`config.mk`:
```
export PLATFORM = sky130hd
export DESIGN_NAME = dyn_branch_predictor
export DESIGN_NICKNAME = d
export VERILOG_FILES = /design/src/rtl/dyn_branch_predictor.sv
export SDC_FILE = /design/constraint.sdc
export NUM_CORES = 2
export LEC_CHECK = 0
export CAP_MARGIN = 20
export CORE_ASPECT_RATIO = 0.5
export CORE_MARGIN = 5
export CORE_UTILIZATION = 45
export CTS_BUF_LIST = sky130_fd_sc_hd__clkbuf_16
export CTS_CLUSTER_DIAMETER = 60
export CTS_CLUSTER_SIZE = 12
export DETAILED_ROUTE_END_ITERATION = 7
export GPL_TIMING_DRIVEN = 0
export MAX_ROUTING_LAYER = met4
export PLACE_DENSITY = 0.63
export SKIP_CTS_REPAIR_TIMING = 1
export SLEW_MARGIN = 0
export SYNTH_ARGS = -nofsm -noshare
export SYNTH_HDL_FRONTEND = slang
export SYNTH_SLANG_ARGS = --single-unit
```
`constraint.sdc`:
```
create_clock -name CLK -period 16.6 [get_ports CLK]
set_clock_uncertainty 0.05 [all_clocks]
set_input_delay 3.32 -clock CLK [delete_from_list [all_inputs] [get_ports CLK]]
set_output_delay 3.32 -clock CLK [all_outputs]
set_load 0.01 [all_outputs]
```
`src/rtl/dyn_branch_predictor.sv`:
```
// dyn_branch_predictor
//   Direct-mapped branch target buffer with a saturating taken/not-taken
//   counter per entry. The fetch side gets a combinational prediction for
//   if_pc. The MEM side resolves BEQ/BNE, raises the ID/EX/MEM flushes on a
//   misprediction with no latency, and trains the table on the next rising
//   clock edge. Two saturating statistics counters track resolved branches
//   and mispredictions.
// Ports
//   CLK, nRST                      clock (rising edge), async active-low reset
//   if_pc                          PC being fetched
//   pred_taken, pred_target        prediction and next fetch PC for if_pc
//   res_valid, res_pc, res_instr   MEM-stage instruction (opcode = [31:26])
//   res_zero, res_target           ALU zero flag and computed branch target
//   res_pred_taken/_target         prediction that travelled with the branch
//   flush_ID, flush_EX, flush_MEM  squash on misprediction (all equal)
//   correct_pc                     redirect PC, meaningful while flushing
//   branch_cnt, mispred_cnt        saturating statistics
module dyn_branch_predictor #(
  parameter int ENTRIES  = 16,
  parameter int CTR_BITS = 2,
  parameter int CNT_W    = 16
) (
  input  logic              CLK,
  input  logic              nRST,
  input  logic [31:0]       if_pc,
  output logic              pred_taken,
  output logic [31:0]       pred_target,
  input  logic              res_valid,
  input  logic [31:0]       res_pc,
  input  logic [31:0]       res_instr,
  input  logic              res_zero,
  input  logic [31:0]       res_target,
  input  logic              res_pred_taken,
  input  logic [31:0]       res_pred_target,
  output logic              flush_ID,
  output logic              flush_EX,
  output logic              flush_MEM,
  output logic [31:0]       correct_pc,
  output logic [CNT_W-1:0]  branch_cnt,
  output logic [CNT_W-1:0]  mispred_cnt
);

  localparam int IDX   = $clog2(ENTRIES);
  localparam int TAG_W = 32 - IDX - 2;

  localparam logic [5:0] OP_BEQ = 6'b000100;
  localparam logic [5:0] OP_BNE = 6'b000101;

  localparam logic [CTR_BITS-1:0] CTR_MAX  = {CTR_BITS{1'b1}};
  localparam logic [CTR_BITS-1:0] CTR_MIN  = {CTR_BITS{1'b0}};
  // Weakly taken: only the MSB set.
  localparam logic [CTR_BITS-1:0] CTR_WEAK = CTR_BITS'(1'b1) << (CTR_BITS - 1);
  localparam logic [CNT_W-1:0]    CNT_MAX  = {CNT_W{1'b1}};

  logic                valid_r  [ENTRIES];
  logic [TAG_W-1:0]    tag_r    [ENTRIES];
  logic [31:0]         target_r [ENTRIES];
  logic [CTR_BITS-1:0] ctr_r    [ENTRIES];

  logic [IDX-1:0] lk_idx_s;
  logic           lk_hit_s;
  logic [IDX-1:0] upd_idx_s;
  logic           upd_hit_s;
  logic [5:0]     opcode_s;
  logic           is_beq_s;
  logic           is_bne_s;
  logic           br_s;
  logic           actual_s;
  logic           mispred_s;
  logic [31:0]    seq_pc_s;
  logic           unused_s;

  // Low PC bits and the non-opcode instruction bits carry no information here.
  assign unused_s = ^{if_pc[1:0], res_pc[1:0], res_instr[25:0]};

  // Fetch-side lookup; reads the pre-update table, so a same-cycle write
  // to the same index shows up one cycle later.
  always_comb begin
    lk_idx_s   = if_pc[IDX+1:2];
    lk_hit_s   = valid_r[lk_idx_s] && (tag_r[lk_idx_s] == if_pc[31:IDX+2]);
    pred_taken = lk_hit_s && ctr_r[lk_idx_s][CTR_BITS-1];
    if (pred_taken) begin
      pred_target = target_r[lk_idx_s];
    end else begin
      pred_target = if_pc + 32'd4;
    end
  end

  // MEM-side resolution: outcome, misprediction and redirect PC.
  always_comb begin
    opcode_s  = res_instr[31:26];
    is_beq_s  = (opcode_s == OP_BEQ);
    is_bne_s  = (opcode_s == OP_BNE);
    br_s      = res_valid && (is_beq_s || is_bne_s);
    actual_s  = (is_beq_s && res_zero) || (is_bne_s && !res_zero);
    seq_pc_s  = res_pc + 32'd4;
    // A taken branch predicted taken but to a stale target still mispredicts.
    mispred_s = br_s && ((actual_s != res_pred_taken) ||
                         (actual_s && (res_pred_target != res_target)));
    if (br_s && actual_s) begin
      correct_pc = res_target;
    end else begin
      correct_pc = seq_pc_s;
    end
    upd_idx_s = res_pc[IDX+1:2];
    upd_hit_s = valid_r[upd_idx_s] && (tag_r[upd_idx_s] == res_pc[31:IDX+2]);
  end

  assign flush_ID  = mispred_s;
  assign flush_EX  = mispred_s;
  assign flush_MEM = mispred_s;

  // Table training on resolved branches; a not-taken miss leaves the table alone.
  always_ff @(posedge CLK or negedge nRST) begin
    if (!nRST) begin
      for (int i = 0; i < ENTRIES; i++) begin
        valid_r[i]  <= 1'b0;
        tag_r[i]    <= {TAG_W{1'b0}};
        target_r[i] <= 32'd0;
        ctr_r[i]    <= CTR_MIN;
      end
    end else if (br_s) begin
      if (upd_hit_s) begin
        if (actual_s) begin
          target_r[upd_idx_s] <= res_target;
          if (ctr_r[upd_idx_s] != CTR_MAX) begin
            ctr_r[upd_idx_s] <= ctr_r[upd_idx_s] + CTR_BITS'(1'b1);
          end
        end else if (ctr_r[upd_idx_s] != CTR_MIN) begin
          ctr_r[upd_idx_s] <= ctr_r[upd_idx_s] - CTR_BITS'(1'b1);
        end
      end else if (actual_s) begin
        valid_r[upd_idx_s]  <= 1'b1;
        tag_r[upd_idx_s]    <= res_pc[31:IDX+2];
        target_r[upd_idx_s] <= res_target;
        ctr_r[upd_idx_s]    <= CTR_WEAK;
      end
    end
  end

  // Saturating statistics counters.
  always_ff @(posedge CLK or negedge nRST) begin
    if (!nRST) begin
      branch_cnt  <= {CNT_W{1'b0}};
      mispred_cnt <= {CNT_W{1'b0}};
    end else if (br_s) begin
      if (branch_cnt != CNT_MAX) begin
        branch_cnt <= branch_cnt + CNT_W'(1'b1);
      end
      if (mispred_s && (mispred_cnt != CNT_MAX)) begin
        mispred_cnt <= mispred_cnt + CNT_W'(1'b1);
      end
    end
  end

endmodule

```
Word-level counts from Yosys, hierarchy flattened

Index checks and enable logic that the tools add are counted.

Flip-flop bits (word level): 1008
Input bits: 165
Output and inout port bits: 100
Word-level logic and storage cells: 155

Add/subtract/negate cells: 6
Magnitude comparators: 3
Equality and inequality tests: 10
Multiplexer cells: 40
Bitwise logic cells: 7
Reduce and logical (&&, ||, !) cells: 23

Operator list:

| cell                    | count |
|---|---|
| $bwmux W512             | 1 |
| $bwmux W416             | 1 |
| $mux W32                | 10 |
| $bmux W26 S4            | 2 |
| $mux W26                | 5 |
| $bmux W32 S4            | 1 |
| $demux W32 S4           | 1 |
| $demux W26 S4           | 1 |
| $add A32 B3 Y32 const B | 2 |
| $bwmux W32              | 2 |
| $eq A26 B26 Y1          | 2 |
| $add A16 B1 Y16 const B | 2 |
| $ne A16 B16 Y1 const B  | 2 |
| $ne A32 B32 Y1          | 1 |
| $or A16 B16 Y16         | 2 |
| $and A16 B16 Y16        | 1 |
| $bmux W2 S4             | 2 |
| $not A16 Y16            | 1 |
| $eq A6 B3 Y1 const B    | 2 |
| $logic_and A1 B1 Y1     | 11 |
| $ge A5 B5 Y1 const B    | 2 |
| $mux W2                 | 5 |
| $not A4 Y5              | 2 |
| $bmux W1 S4             | 2 |
| 16 further kinds        | 26 |

Longest topological paths before layout

Depth after elaboration: 9
Depth in mapped cells: 18
Depth with buffers taken out: 11

Least setup slack after synthesis

OpenSTA, ideal clock, no wires.

Path kind: input to output
Start point: in if_pc[2]
End point: out pred_target[22]
Arrival time: 6.648 ns
Data required time: 13.230 ns
Setup slack: 6.582 ns
Cell stages on the path: 13
Path buffers: 5
Cells stage by stage: buf_2 > buf_2 > buf_2 > buf_2 > mux4_2 > a211oi_1 > a21oi_1 > xor2_1 > nor3_1 > nand4b_1 > nor3_2 > buf_2 > mux2_2

Longest elaborated chain between the ends: 8
Elaborated cells on any way between the ends: 18
Classes of those cells: 1 x add/sub; 1 x eq/ne; 13 x mux; 1 x bitwise; 2 x reduce/logical

Ends and longest elaborated chain:

| what                                        | line       | source |
|---|---|---|
| start: declaration                          | 25         | `input logic [31:0] if_pc,` |
| $not A4 Y5 (not written as such)            | 80, 81, 83 |  |
| $bmux W26 S4                                | 80         | `lk_hit_s = valid_r[lk_idx_s] && (tag_r[lk_idx_s] == if_pc[31:IDX+2]);` |
| $mux W26 (not written as such) (2 in a row) | 80         |  |
| $eq A26 B26 Y1                              | 80         |  |
| $logic_and A1 B1 Y1                         | 80         |  |
| $logic_and A1 B1 Y1                         | 81         | `pred_taken = lk_hit_s && ctr_r[lk_idx_s][CTR_BITS-1];` |
| $mux W32 *                                  | 82         | `if (pred_taken) begin` |
| end: declaration                            | 27         | `output logic [31:0] pred_target,` |

Every way passes the cells marked *; elsewhere a longest branch is shown, timed or not. The select of a mux whose other input is x is not followed.

Worst setup path after layout

Start point: in if_pc[3]
End point: out pred_target[2]

Longest elaborated chain between the ends: 8
Elaborated cells on any way between the ends: 17
Classes of those cells: 1 x eq/ne; 13 x mux; 1 x bitwise; 2 x reduce/logical

Ends and longest elaborated chain:

| what                                        | line |
|---|---|
| $not A4 Y5 (not written as such) *          | 80, 81, 83 |
| $bmux W26 S4                                | 80 |
| $mux W26 (not written as such) (2 in a row) | 80 |
| $eq A26 B26 Y1                              | 80 |
| $logic_and A1 B1 Y1                         | 80 |
| $logic_and A1 B1 Y1                         | 81 |
| $mux W32 *                                  | 82 |

Marks and branches as above.

==> metrics.cfg <==
[outcome]
run_status=finished, final reports clean

[timing]
max_freq_ghz=0.07464
setup_total_negative_slack_ns=0
timing.final.setup_violations=0
period_minus_slack_ns=13.40
relative_slew_slack_pct=18.49
setup_repair_after_global_routing_missed_its_margin=false
min_period_over_period_pct=80.71
report.final.slew_viol_count=0
least_setup_slack_across_all_paths_after_layout_ns=3.202
timing_hold_violations_final=0
tightestPinTransition_ns=1.223

[synth]
syn-num-nets=3905
postSynth.asyncResetShare_pct=100.0
dominantRegCellSynth=sky130_fd_sc_hd__dfrtp_1
synth.yosys.warnings=0
synth.cell_area_um2=52870
synthCells=3731
synth_enable_flop_cells=0
synthTopCellsByCount=1008 x sky130_fd_sc_hd__dfrtp_1, 831 x sky130_fd_sc_hd__mux2_2, 369 x sky130_fd_sc_hd__mux4_2
yosys_top_cell_by_area=sky130_fd_sc_hd__dfrtp_1
synthesis.area_per_instance_um2=14.17
post_synth_top_area_share_pct=47.71
synth.distinct_cells=65
yosysMostFrequentCell=sky130_fd_sc_hd__dfrtp_1
synth_seq_cells=1008
netlist_top_cells_area=sky130_fd_sc_hd__dfrtp_1 48%, sky130_fd_sc_hd__mux2_2 18%, sky130_fd_sc_hd__mux4_2 16%
yosysSeqAreaShare_pct=47.71

[clock_network]
clock_tree.root_cell=sky130_fd_sc_hd__clkbuf_16
clock_latency_ns=0.73
clock_sink_count=1008
numCtsBuffers=95
clock_tree.htree_level_count=3
tritoncts=yes
cts.clk_slew.worst_paths_ns=0.06
cts.path.max_buffers=3

[power]
power_density_nw_per_um2=84.58
switching_power_mw=1.353
power.sequential.fraction_pct=49.6
fin_total_pwr_mw=5.096
clkPwrFrac_pct=39.6
sw_frac_of_total_pct=26.55
comb_power_share_pct=10.7
leakagePower_nw=27.77
p_int_mw=3.743
vdd.ir_drop.worst_mv=0.08321

[final_layout]
final-instance-count-excl-fill=5670
fraction_of_layout_instances_using_a_drive_strength_above_1_pct=35.92
area.sequential_um2=25220
finish.utilization_pct=51.97
multi_input_comb_area_um2=25840
final.fill_count=9695
area_growth_pct=13.97
nNetsFinal=4249

[drt]
drt_first_pass_iters=5
vias=36530
routedWlPerCell_um=34.65
detail_route.vias_per_cell=6.442
drt-total-wl_mm=196.5
drt_iter0_markers=4486
remaining_drc_errors=0
final_antenna_violating_net_count=0

[die]
std_cell_rows=88
die_height_um=252.4
num_io_pins=265
floorplan.core_area_um2=115900
floorplan.die_area_um2=124900
dieWidth_um=494.7
floorplan.initialDensity_pct=45.60

[setup_path]
cp-startpoint=if_pc[3]
r2r_depth=12
arrival_ns=10.03
worstPathMaxFanout=10
r2r_setup_slack_ns=11.95
required_time_of_the_critical_path_ns=13.23
timing.critical_path.from_type=input pin
nature_of_the_critical_path_endpoint=output port
regToRegEndpoint=tag_r[252]
worst_setup_path_endpoint=pred_target[2]
timing.rr.start=tag_r[141]
path_type_of_the_worst_setup_path=in -> out

[place]
pre_cts_ws_ns=3.291
placer_congestion_estimate=1.012
detailedPlacementHpwl_mm=142.0
place.port_buffers=200
placed_cells_incl_taps=5546

[global_route]
grt_start_max_net_pins=126
first_global_vias=37260
grt_use_total_pct=32.36
globalRouteOverflowTotal=0
grt_antenna_before_repair=8
global_route_wire_length_before_repair_mm=279.5

[flow_run]
max_cap_violations=0

[hold_path]
timing.hold.worst.class=reg -> reg

[state kept, by name (all words and copies together), names as in the netlist]
signal and cells:
target_r 512, ctr_r 32, branch_cnt 16, tag_r 416
mispred_cnt 16, valid_r 16
[cell usage in the layout (no fill, tap or decap), types with 11 or more instances in the layout]
cell,count
sky130_fd_sc_hd__a211oi_1,24
sky130_fd_sc_hd__a21oi_1,32
sky130_fd_sc_hd__a22oi_1,18
sky130_fd_sc_hd__a41oi_1,11
sky130_fd_sc_hd__and2_1,17
sky130_fd_sc_hd__and3_1,24
sky130_fd_sc_hd__and4_1,11
sky130_fd_sc_hd__buf_1,33
sky130_fd_sc_hd__buf_16,11
sky130_fd_sc_hd__buf_2,54
sky130_fd_sc_hd__buf_4,24
sky130_fd_sc_hd__buf_6,27
sky130_fd_sc_hd__buf_8,33
sky130_fd_sc_hd__clkbuf_1,227
sky130_fd_sc_hd__clkbuf_16,96
sky130_fd_sc_hd__clkdlybuf4s50_1,199
sky130_fd_sc_hd__dfrtp_1,1008
sky130_fd_sc_hd__inv_1,35
sky130_fd_sc_hd__mux2_1,150
sky130_fd_sc_hd__mux2_2,831
sky130_fd_sc_hd__mux2i_1,92
sky130_fd_sc_hd__mux4_2,369
sky130_fd_sc_hd__nand2_1,156
sky130_fd_sc_hd__nand3_1,70
sky130_fd_sc_hd__nand4_1,25
sky130_fd_sc_hd__nor2_1,65
sky130_fd_sc_hd__nor2b_1,24
sky130_fd_sc_hd__nor3_1,12
sky130_fd_sc_hd__nor4_1,11
sky130_fd_sc_hd__o21ai_0,70
sky130_fd_sc_hd__o22ai_1,12
sky130_fd_sc_hd__or2_1,16
sky130_fd_sc_hd__xnor2_1,96
sky130_fd_sc_hd__xor2_1,76
[cell type report]
cell class,instances,area share [%]
multi-input combinational,2327,42.88
sequential,1008,41.86
timing repair buffer,247,4.695
clock buffer,96,3.987
tap,1575,3.270
buffer,362,2.816
clock inverter,13,0.2492
inverter,34,0.2118
antenna,8,0.03322
[per-stage QoR]
stage	instance area, um^2	hold slack, ns
after floorplan	52870	0.4004
final	60260	0.4411
after CTS	60140	0.4446
after detailed placement	57580	0.4314
after global placement	56840	0.4182
after global routing	60250	0.4580
[layer usage]
metal,vias up,wire (um),part of all wire (%),global-route usage (%)
met5,-,0,0,-
met4,0,9284,4.7,13.52
met3,440,18900,9.6,8.739
met2,1877,87010,44,46.69
met1,19650,81270,41,43.42
li1,14560,-,-,-
[cell families after synthesis]
group | count (synthesis) | synth area share [%]
buffers and inverters | 396 | 3.448
DFF | 1008 | 47.71
muxes | 1442 | 38.36
adders and majority gates | 9 | 0.2130
xor gates and xnor gates | 172 | 2.849
AOI/OAI and AO/OA | 237 | 2.973
and+or+nand+nor | 467 | 4.449
[worst min path at each step]
stage	start	end	cells past startpoint
floorplan	valid_r[14]	valid_r[14]	1
global placement	valid_r[10]	valid_r[10]	1
detailed placement	valid_r[0]	valid_r[0]	1
CTS	mispred_cnt[10]	mispred_cnt[10]	1
global route	target_r[285]	target_r[285]	1
finish	mispred_cnt[4]	mispred_cnt[4]	1
[power by group through the flow]
stage          sequential [mW]  clock (mW)  combinational [mW]
2_1_floorplan             2.57           0               0.252
3_3_place_gp              2.58           0               0.516
3_5_place_dp              2.57           0               0.538
4_1_cts                   2.53        2.04               0.540
5_1_grt                   2.53        2.13               0.573
6_report                  2.53        2.02               0.547
[worst max-delay path, stage by stage]
cell and delay [ns]:
sky130_fd_sc_hd__clkdlybuf4s50_1 0.48, sky130_fd_sc_hd__buf_2 0.43, sky130_fd_sc_hd__buf_1 0.61, sky130_fd_sc_hd__buf_8 0.24
sky130_fd_sc_hd__buf_1 0.67, sky130_fd_sc_hd__clkbuf_1 0.59, sky130_fd_sc_hd__a211oi_1 0.17, sky130_fd_sc_hd__a21oi_1 0.64
sky130_fd_sc_hd__xor2_1 0.25, sky130_fd_sc_hd__nor3_1 0.26, sky130_fd_sc_hd__nand4b_1 0.14, sky130_fd_sc_hd__nor3_2 0.78
sky130_fd_sc_hd__buf_2 0.44, sky130_fd_sc_hd__mux2i_1 0.35, sky130_fd_sc_hd__clkdlybuf4s50_1 0.61
(Power assumes the default switching activity.)
